File: src/rtl/short_stack_unit.sv
// Per-ray short stack: takes push/pop/restnode-update requests from traversal and
// re-issues popped nodes (or the ray's restart node when empty) to the traversal arbiter.
module short_stack_unit #(
  parameter int          RAYID_W  = 4,
  parameter int          NODEID_W = 16,
  parameter int          DEPTH    = 4,
  parameter logic [31:0] FAR_T    = 32'h7F80_0000
) (
  input  logic                clk,
  input  logic                rst,
  input  logic                raystart_valid,
  input  logic [RAYID_W-1:0]  raystart_rayID,
  input  logic                ss_valid,
  output logic                ss_stall,
  input  logic [RAYID_W-1:0]  ss_rayID,
  input  logic                ss_push_req,
  input  logic [NODEID_W-1:0] ss_push_node_ID,
  input  logic                ss_update_restnode_req,
  input  logic [NODEID_W-1:0] ss_rest_node_ID,
  input  logic                ss_pop_req,
  input  logic [31:0]         ss_t_max,
  output logic                ss_to_tarb_valid,
  input  logic                ss_to_tarb_stall,
  output logic [RAYID_W-1:0]  ss_to_tarb_rayID,
  output logic [NODEID_W-1:0] ss_to_tarb_nodeID,
  output logic                ss_to_tarb_restnode_search,
  output logic [31:0]         ss_to_tarb_t_max,
  output logic [31:0]         ss_to_tarb_t_min
);

  localparam int NRAYS = 1 << RAYID_W;
  localparam int PTR_W = $clog2(DEPTH);
  localparam int CNT_W = PTR_W + 1;

  logic [NODEID_W-1:0] ent_node_q [NRAYS][DEPTH];
  logic [NODEID_W-1:0] ent_node_d [NRAYS][DEPTH];
  logic [31:0]         ent_t_q    [NRAYS][DEPTH];
  logic [31:0]         ent_t_d    [NRAYS][DEPTH];
  logic [PTR_W-1:0]    ptr_q      [NRAYS];
  logic [PTR_W-1:0]    ptr_d      [NRAYS];
  logic [CNT_W-1:0]    cnt_q      [NRAYS];
  logic [CNT_W-1:0]    cnt_d      [NRAYS];
  logic [NODEID_W-1:0] rest_q     [NRAYS];
  logic [NODEID_W-1:0] rest_d     [NRAYS];

  logic                out_vld_q, out_vld_d;
  logic [RAYID_W-1:0]  out_ray_q, out_ray_d;
  logic [NODEID_W-1:0] out_node_q, out_node_d;
  logic                out_rs_q, out_rs_d;
  logic [31:0]         out_tmax_q, out_tmax_d;
  logic [31:0]         out_tmin_q, out_tmin_d;

  logic                accept, do_push, do_pop, do_upd, keep;
  logic [PTR_W-1:0]    cur_ptr, top;
  logic [CNT_W-1:0]    cur_cnt;

  assign ss_stall = out_vld_q & ss_to_tarb_stall;

  always_comb begin
    accept  = ss_valid & ~ss_stall;
    do_push = accept & ss_push_req;
    do_pop  = accept & ss_pop_req & ~ss_push_req;
    do_upd  = accept & ss_update_restnode_req;
    // A raystart on the requesting ray discards the request's state update.
    keep    = ~(raystart_valid && (raystart_rayID == ss_rayID));
    cur_ptr = ptr_q[ss_rayID];
    cur_cnt = cnt_q[ss_rayID];
    top     = cur_ptr - PTR_W'(1);

    ent_node_d = ent_node_q;
    ent_t_d    = ent_t_q;
    ptr_d      = ptr_q;
    cnt_d      = cnt_q;
    rest_d     = rest_q;

    out_vld_d  = out_vld_q & ss_to_tarb_stall;
    out_ray_d  = out_ray_q;
    out_node_d = out_node_q;
    out_rs_d   = out_rs_q;
    out_tmax_d = out_tmax_q;
    out_tmin_d = out_tmin_q;

    if (do_pop) begin
      out_vld_d  = 1'b1;
      out_ray_d  = ss_rayID;
      out_tmin_d = ss_t_max;
      if (cur_cnt != '0) begin
        out_node_d = ent_node_q[ss_rayID][top];
        out_tmax_d = ent_t_q[ss_rayID][top];
        out_rs_d   = 1'b0;
      end else begin
        out_node_d = rest_q[ss_rayID];
        out_tmax_d = FAR_T;
        out_rs_d   = 1'b1;
      end
    end

    if (keep) begin
      if (do_push) begin
        ent_node_d[ss_rayID][cur_ptr] = ss_push_node_ID;
        ent_t_d[ss_rayID][cur_ptr]    = ss_t_max;
        ptr_d[ss_rayID]               = cur_ptr + PTR_W'(1);
        if (cur_cnt != CNT_W'(DEPTH))
          cnt_d[ss_rayID] = cur_cnt + CNT_W'(1);
      end
      if (do_upd)
        rest_d[ss_rayID] = ss_rest_node_ID;
      if (do_pop && (cur_cnt != '0)) begin
        ptr_d[ss_rayID] = top;
        cnt_d[ss_rayID] = cur_cnt - CNT_W'(1);
      end
    end

    if (raystart_valid) begin
      ptr_d[raystart_rayID]  = '0;
      cnt_d[raystart_rayID]  = '0;
      rest_d[raystart_rayID] = '0;
    end
  end

  always_ff @(posedge clk) begin
    if (!rst) begin
      ptr_q      <= '{default: '0};
      cnt_q      <= '{default: '0};
      rest_q     <= '{default: '0};
      out_vld_q  <= 1'b0;
      out_ray_q  <= '0;
      out_node_q <= '0;
      out_rs_q   <= 1'b0;
      out_tmax_q <= '0;
      out_tmin_q <= '0;
    end else begin
      ptr_q      <= ptr_d;
      cnt_q      <= cnt_d;
      rest_q     <= rest_d;
      out_vld_q  <= out_vld_d;
      out_ray_q  <= out_ray_d;
      out_node_q <= out_node_d;
      out_rs_q   <= out_rs_d;
      out_tmax_q <= out_tmax_d;
      out_tmin_q <= out_tmin_d;
    end
  end

  // Entry payload is only read below a valid count, so it needs no reset.
  always_ff @(posedge clk) begin
    ent_node_q <= ent_node_d;
    ent_t_q    <= ent_t_d;
  end

  assign ss_to_tarb_valid           = out_vld_q;
  assign ss_to_tarb_rayID           = out_ray_q;
  assign ss_to_tarb_nodeID          = out_node_q;
  assign ss_to_tarb_restnode_search = out_rs_q;
  assign ss_to_tarb_t_max           = out_tmax_q;
  assign ss_to_tarb_t_min           = out_tmin_q;

`ifndef SYNTHESIS
  always_ff @(posedge clk) begin
    if (rst && ss_valid && !ss_stall)
      assert (!(ss_push_req && ss_pop_req))
        else $error("short_stack_unit: push and pop in one request");
  end
`endif

endmodule

File: config.mk
export PLATFORM = sky130hd
export DESIGN_NAME = short_stack_unit
export DESIGN_NICKNAME = d
export VERILOG_FILES = /design/src/rtl/short_stack_unit.sv
export SDC_FILE = /design/constraint.sdc
export NUM_CORES = 2
export LEC_CHECK = 0
export ABC_AREA = 1
export CAP_MARGIN = 20
export CORE_ASPECT_RATIO = 1.5
export CORE_MARGIN = 5
export CORE_UTILIZATION = 40
export DETAILED_ROUTE_END_ITERATION = 8
export GPL_TIMING_DRIVEN = 0
export HOLD_SLACK_MARGIN = 0.03
export PLACE_DENSITY_LB_ADDON = 0.15
export SYNTH_ARGS = -nofsm -noshare
export SYNTH_HDL_FRONTEND = slang
export SYNTH_SLANG_ARGS = --single-unit
File: constraint.sdc
create_clock -name clk -period 5.8 [get_ports clk]
set_input_delay 0.87 -clock clk [delete_from_list [all_inputs] [get_ports clk]]
set_output_delay 0.87 -clock clk [all_outputs]
set_load 0.02 [all_outputs]
==> results.tsv <==
stage	metric	value	unit
run_status	status	finished, violations left	
run_status	failing checks	negative setup slack	
power_and_ir_drop	Flop pwr share	0.509	
yosys	Netlist cell types	33	
final_layout	most common cell after layout, fill and taps aside	nand2_1	
placement	Placed Cells	18525	
setup_path	slowest stage delay, CP	960	ps
power_and_ir_drop	Peak VDD IR	0.294	mV
worst_hold_path	worst min path class	input port to flip-flop	
floorplan	Die Ht	738	um
cts	hold buffers post-CTS	0	
grt	vias in the first global route	98334	
setup_path	CP top delay family	buffers and inverters	
yosys	Syn Inst Count	13510	
floorplan	# IOs	167	
grt	largest net degree at the start of global routing	57	
final_layout	most frequent cells in the layout	6673 x nand2_1, 3072 x edfxtp_1, 750 x nor2_1	
worst_hold_path	hold worst-path end	ent_node_q[409]$_DFFE_PP_	
power_and_ir_drop	Net Sw Power	13.0	mW
yosys	Avg Cell Area, Syn	10.5	um^2
drt	DR WL/cell	30.8	um
final_layout	multi-input logic area	0.0368	mm^2
sta	Setup violations, final	5	
worst_hold_path	hold_sp	ss_push_node_ID[9]	
power_and_ir_drop	Clk pwr share	0.420	
grt	first-pass GRT wire length	794	mm
final_layout	fin area	0.164	mm^2
drt	DRC	0	
grt	GRT Resource Usage Total	0.314	
cts	CTS tree	done	
cts	H-tree Lvls	5	
yosys	synthesized area	0.142	mm^2
setup_path	Worst R2R Setup Slack	920	ps
setup_path	reg2reg path depth	8	
placement	DPL Wire Length	414	mm
drt	Vias per Instance	5.44	
final_layout	layout cells sized above 1	0.0756	
sta	min Tclk post-route	5890	ps
floorplan	Site Rows	267	
setup_path	Crit path top cell by count	nand2_1	
cts	total CTS buffers	346	
sta	final hold violation count	0	
setup_path	critical path arrival	6730	ps
grt	initial antenna violation count	36	
drt	Post-DRT Antenna Nets	0	
setup_path	WP data required	6640	ps
final_layout	Fill cells	32659	
drt	DR pass1 iterations	6	
sta	unrepaired setup endpoints after global routing	false	
setup_path	slowest cell on the critical path	clkbuf_1	
final_layout	final core occ	0.465	
cts	Worst-path clk slew	60	ps
drt	Routed WL	590	mm
power_and_ir_drop	Switching Share	0.242	
power_and_ir_drop	Logic pwr share	0.072	
sta	clk_skew	71.0	ps
yosys	Synth Net Count	13598	
power_and_ir_drop	Final Total Pwr	53.9	mW
cts	clock root cell	clkbuf_16	
sta	TNS Setup	-217	ps
setup_path	worst-path fanout max	11	
cts	clock buffer depth	4	
drt	Starting DRT DRC Count	11885	
sta	Worst Tran Pin Value	1270	ps
yosys	Seq cells post-synth	3494	
sta	Max Slew Vio Count	0	
sta	fin crit share	1.02	
setup_path	CP Capture Type	flip-flop	
run	total of max-cap violations	0	
power_and_ir_drop	Leak	63.5	nW
setup_path	CP Launch Type	input port	
grt	total gr overflow	0	
final_layout	post-layout net count	14258	
final_layout	Non-Filler Instances	19169	
setup_path	FF-to-FF End	ent_t_q[1772]$_DFFE_PP_	
placement	RePlAce Congestion	0.997	
worst_hold_path	Hold Crit Depth	1	
floorplan	die area	0.366	mm^2
floorplan	Core Region	0.352	mm^2
setup_path	critical path class	input port to flip-flop	
drt	routed vias	104193	
sta	Rel. slew slack	0.150	
cts	Skew-Pair Late Insertion Delay	960	ps
floorplan	Horiz. Die Dim	496	um
final_layout	FF/Latch Area	0.101	mm^2
yosys	sequential-to-total area share from yosys stat	0.712	
floorplan	Initial Util	0.402	
cts	Sink Count	3494	
yosys	synth warn	0	
placement	Port Buffers	165	
sta	setup ws final	-88.9	ps
power_and_ir_drop	PD cells	329	mW/mm^2
final_layout	Area growth syn-to-layout	15.8	%
setup_path	crit path cell chain	clkdlybuf4s50_1 -> inv_2 -> nor2_4 -> buf_6 -> buf_2 -> a22oi_1 -> nand2_1 -> nand2_1 -> nand4_4 -> buf_2 -> inv_1 -> ha_1 -> ha_1 -> nor2_4 -> clkbuf_1 -> nand3_1 -> nand2_1 -> inv_1	
sta	max frequency	170	MHz
setup_path	WP buf/inv	8	
setup_path	R2R Path Start	ss_to_tarb_valid$_SDFF_PN0_	
placement	DP Area	0.153	mm^2
power_and_ir_drop	Pint	40.9	mW
## timing repair
action | in CTS | in global routing
gates cloned | 0 | 0
gates resized for setup | 9 | 19
endpoints found under the setup margin | 65 | 41
pin swaps | 2 | 0
buffers inserted | 4 | 0
## layout make-up
class / instances / share of cell area
sequential: 3494 / 0.615
multi-input combinational: 9028 / 0.224
clock buffer: 438 / 0.0574
tap: 4707 / 0.0360
timing repair buffer: 317 / 0.0309
buffer: 733 / 0.0198
clock inverter: 179 / 0.00987
inverter: 250 / 0.00654
antenna: 23 / 0.000351
## cell usage after synthesis
| cell | n | area [um^2] |
|---|---|---|
| nor2_2 | 3 | 18.8 |
| nor2_4 | 3 | 33.8 |
| a21oi_1 | 554 | 2770 |
| o22ai_1 | 6 | 37.5 |
| nand4_4 | 1 | 21.3 |
| buf_4 | 20 | 150 |
| o21ai_1 | 17 | 85.1 |
| nand2_2 | 1 | 6.26 |
| buf_6 | 2 | 22.5 |
| inv_4 | 1 | 6.26 |
| a21o_1 | 4 | 30.0 |
| buf_1 | 81 | 304 |
| o211ai_1 | 2 | 15.0 |
| nor2_1 | 763 | 2860 |
| buf_2 | 285 | 1430 |
| nand2_1 | 6673 | 25000 |
| a22oi_1 | 144 | 1080 |
| a21boi_0 | 1 | 7.51 |
| nand3b_2 | 1 | 11.3 |
| clkbuf_1 | 350 | 1310 |
| clkinv_1 | 1 | 3.75 |
| ha_1 | 8 | 100 |
| inv_2 | 10 | 37.5 |
| nand4_1 | 143 | 895 |
| a31oi_1 | 4 | 25.0 |
| a211oi_1 | 34 | 255 |
| nor2_8 | 1 | 20.0 |
| nor3_1 | 1 | 5.00 |
| nand3_1 | 253 | 1270 |
| edfxtp_1 | 3072 | 92200 |
| inv_1 | 238 | 893 |
| dfxtp_1 | 422 | 8450 |
| o21ai_0 | 411 | 2060 |
## flip-flops by register name, summed over array words and instances, names as in the netlist, 4 cells and up
register,flops
cnt_q,48
ent_node_q,1024
ent_t_q,2048
ptr_q,32
rest_q,256
ss_to_tarb_nodeID,16
ss_to_tarb_rayID,4
ss_to_tarb_t_max,32
ss_to_tarb_t_min,32
## per-layer routing
| layer | GRT usage | share of wire |
|---|---|---|
| met1 | 0.358 | 0.35 |
| met2 | 0.520 | 0.47 |
| met3 | 0.0547 | 0.080 |
| met4 | 0.250 | 0.099 |
| met5 | 0 | 0.000090 |
## power by group through the flow
stage	Combinational [mW]	Clock (mW)	Sequential (mW)
6_report	3.86	22.6	27.4
5_1_grt	4.01	23.7	27.4
4_1_cts	3.79	22.8	27.4
3_5_place_dp	3.78	0	28.0
3_3_place_gp	3.64	0	28.1
2_1_floorplan	1.52	0	28.0
## logic make-up (layout without fill, tap and decap cells)
logic type	after synthesis	after routing	synth area share
AND/OR/NAND/NOR	7843	7843	0.213
flip-flops	3494	3494	0.712
AO/OA/AOI/OAI	1177	1177	0.0450
buffers and inverters	988	1917	0.0294
adder cells (fa/ha/maj)	8	8	0.000707
other	0	23	0
## worst register-to-register path: stages, from the launching register on
cell      delay, ps
dfxtp_1         310
nand2_1         550
nand2_1         290
nor2_1          660
clkbuf_1        680
nand2_1         540
nor2_4          920
buf_12          310
buf_12          240
## through the flow
stage                     worst slack (ps)  hold WS (ps)
after detailed placement             -1620           436
after global routing                  31.1           234
after CTS                             29.7           211
final                                -88.9           267
after global placement               -6580           434
after floorplan                        969           424
## worst max path at each step
stage | start | to | cells past startpoint | slack (ps)
detailed placement | ss_rayID[1] | ss_to_tarb_t_max[14]$_SDFFE_PN0P_ | 21 | -1620
global placement | ss_rayID[1] | ent_node_q[474]$_DFFE_PP_ | 13 | -6580
floorplan | ss_rayID[0] | ent_node_q[160]$_DFFE_PP_ | 13 | 970
CTS | ss_rayID[2] | ss_to_tarb_nodeID[14]$_SDFFE_PN0P_ | 16 | 30
finish | ss_rayID[1] | ss_to_tarb_t_max[25]$_SDFFE_PN0P_ | 18 | -90
global route | ss_rayID[1] | ss_to_tarb_t_max[23]$_SDFFE_PN0P_ | 18 | 30
Note: power is estimated with default switching activity, not from simulation.
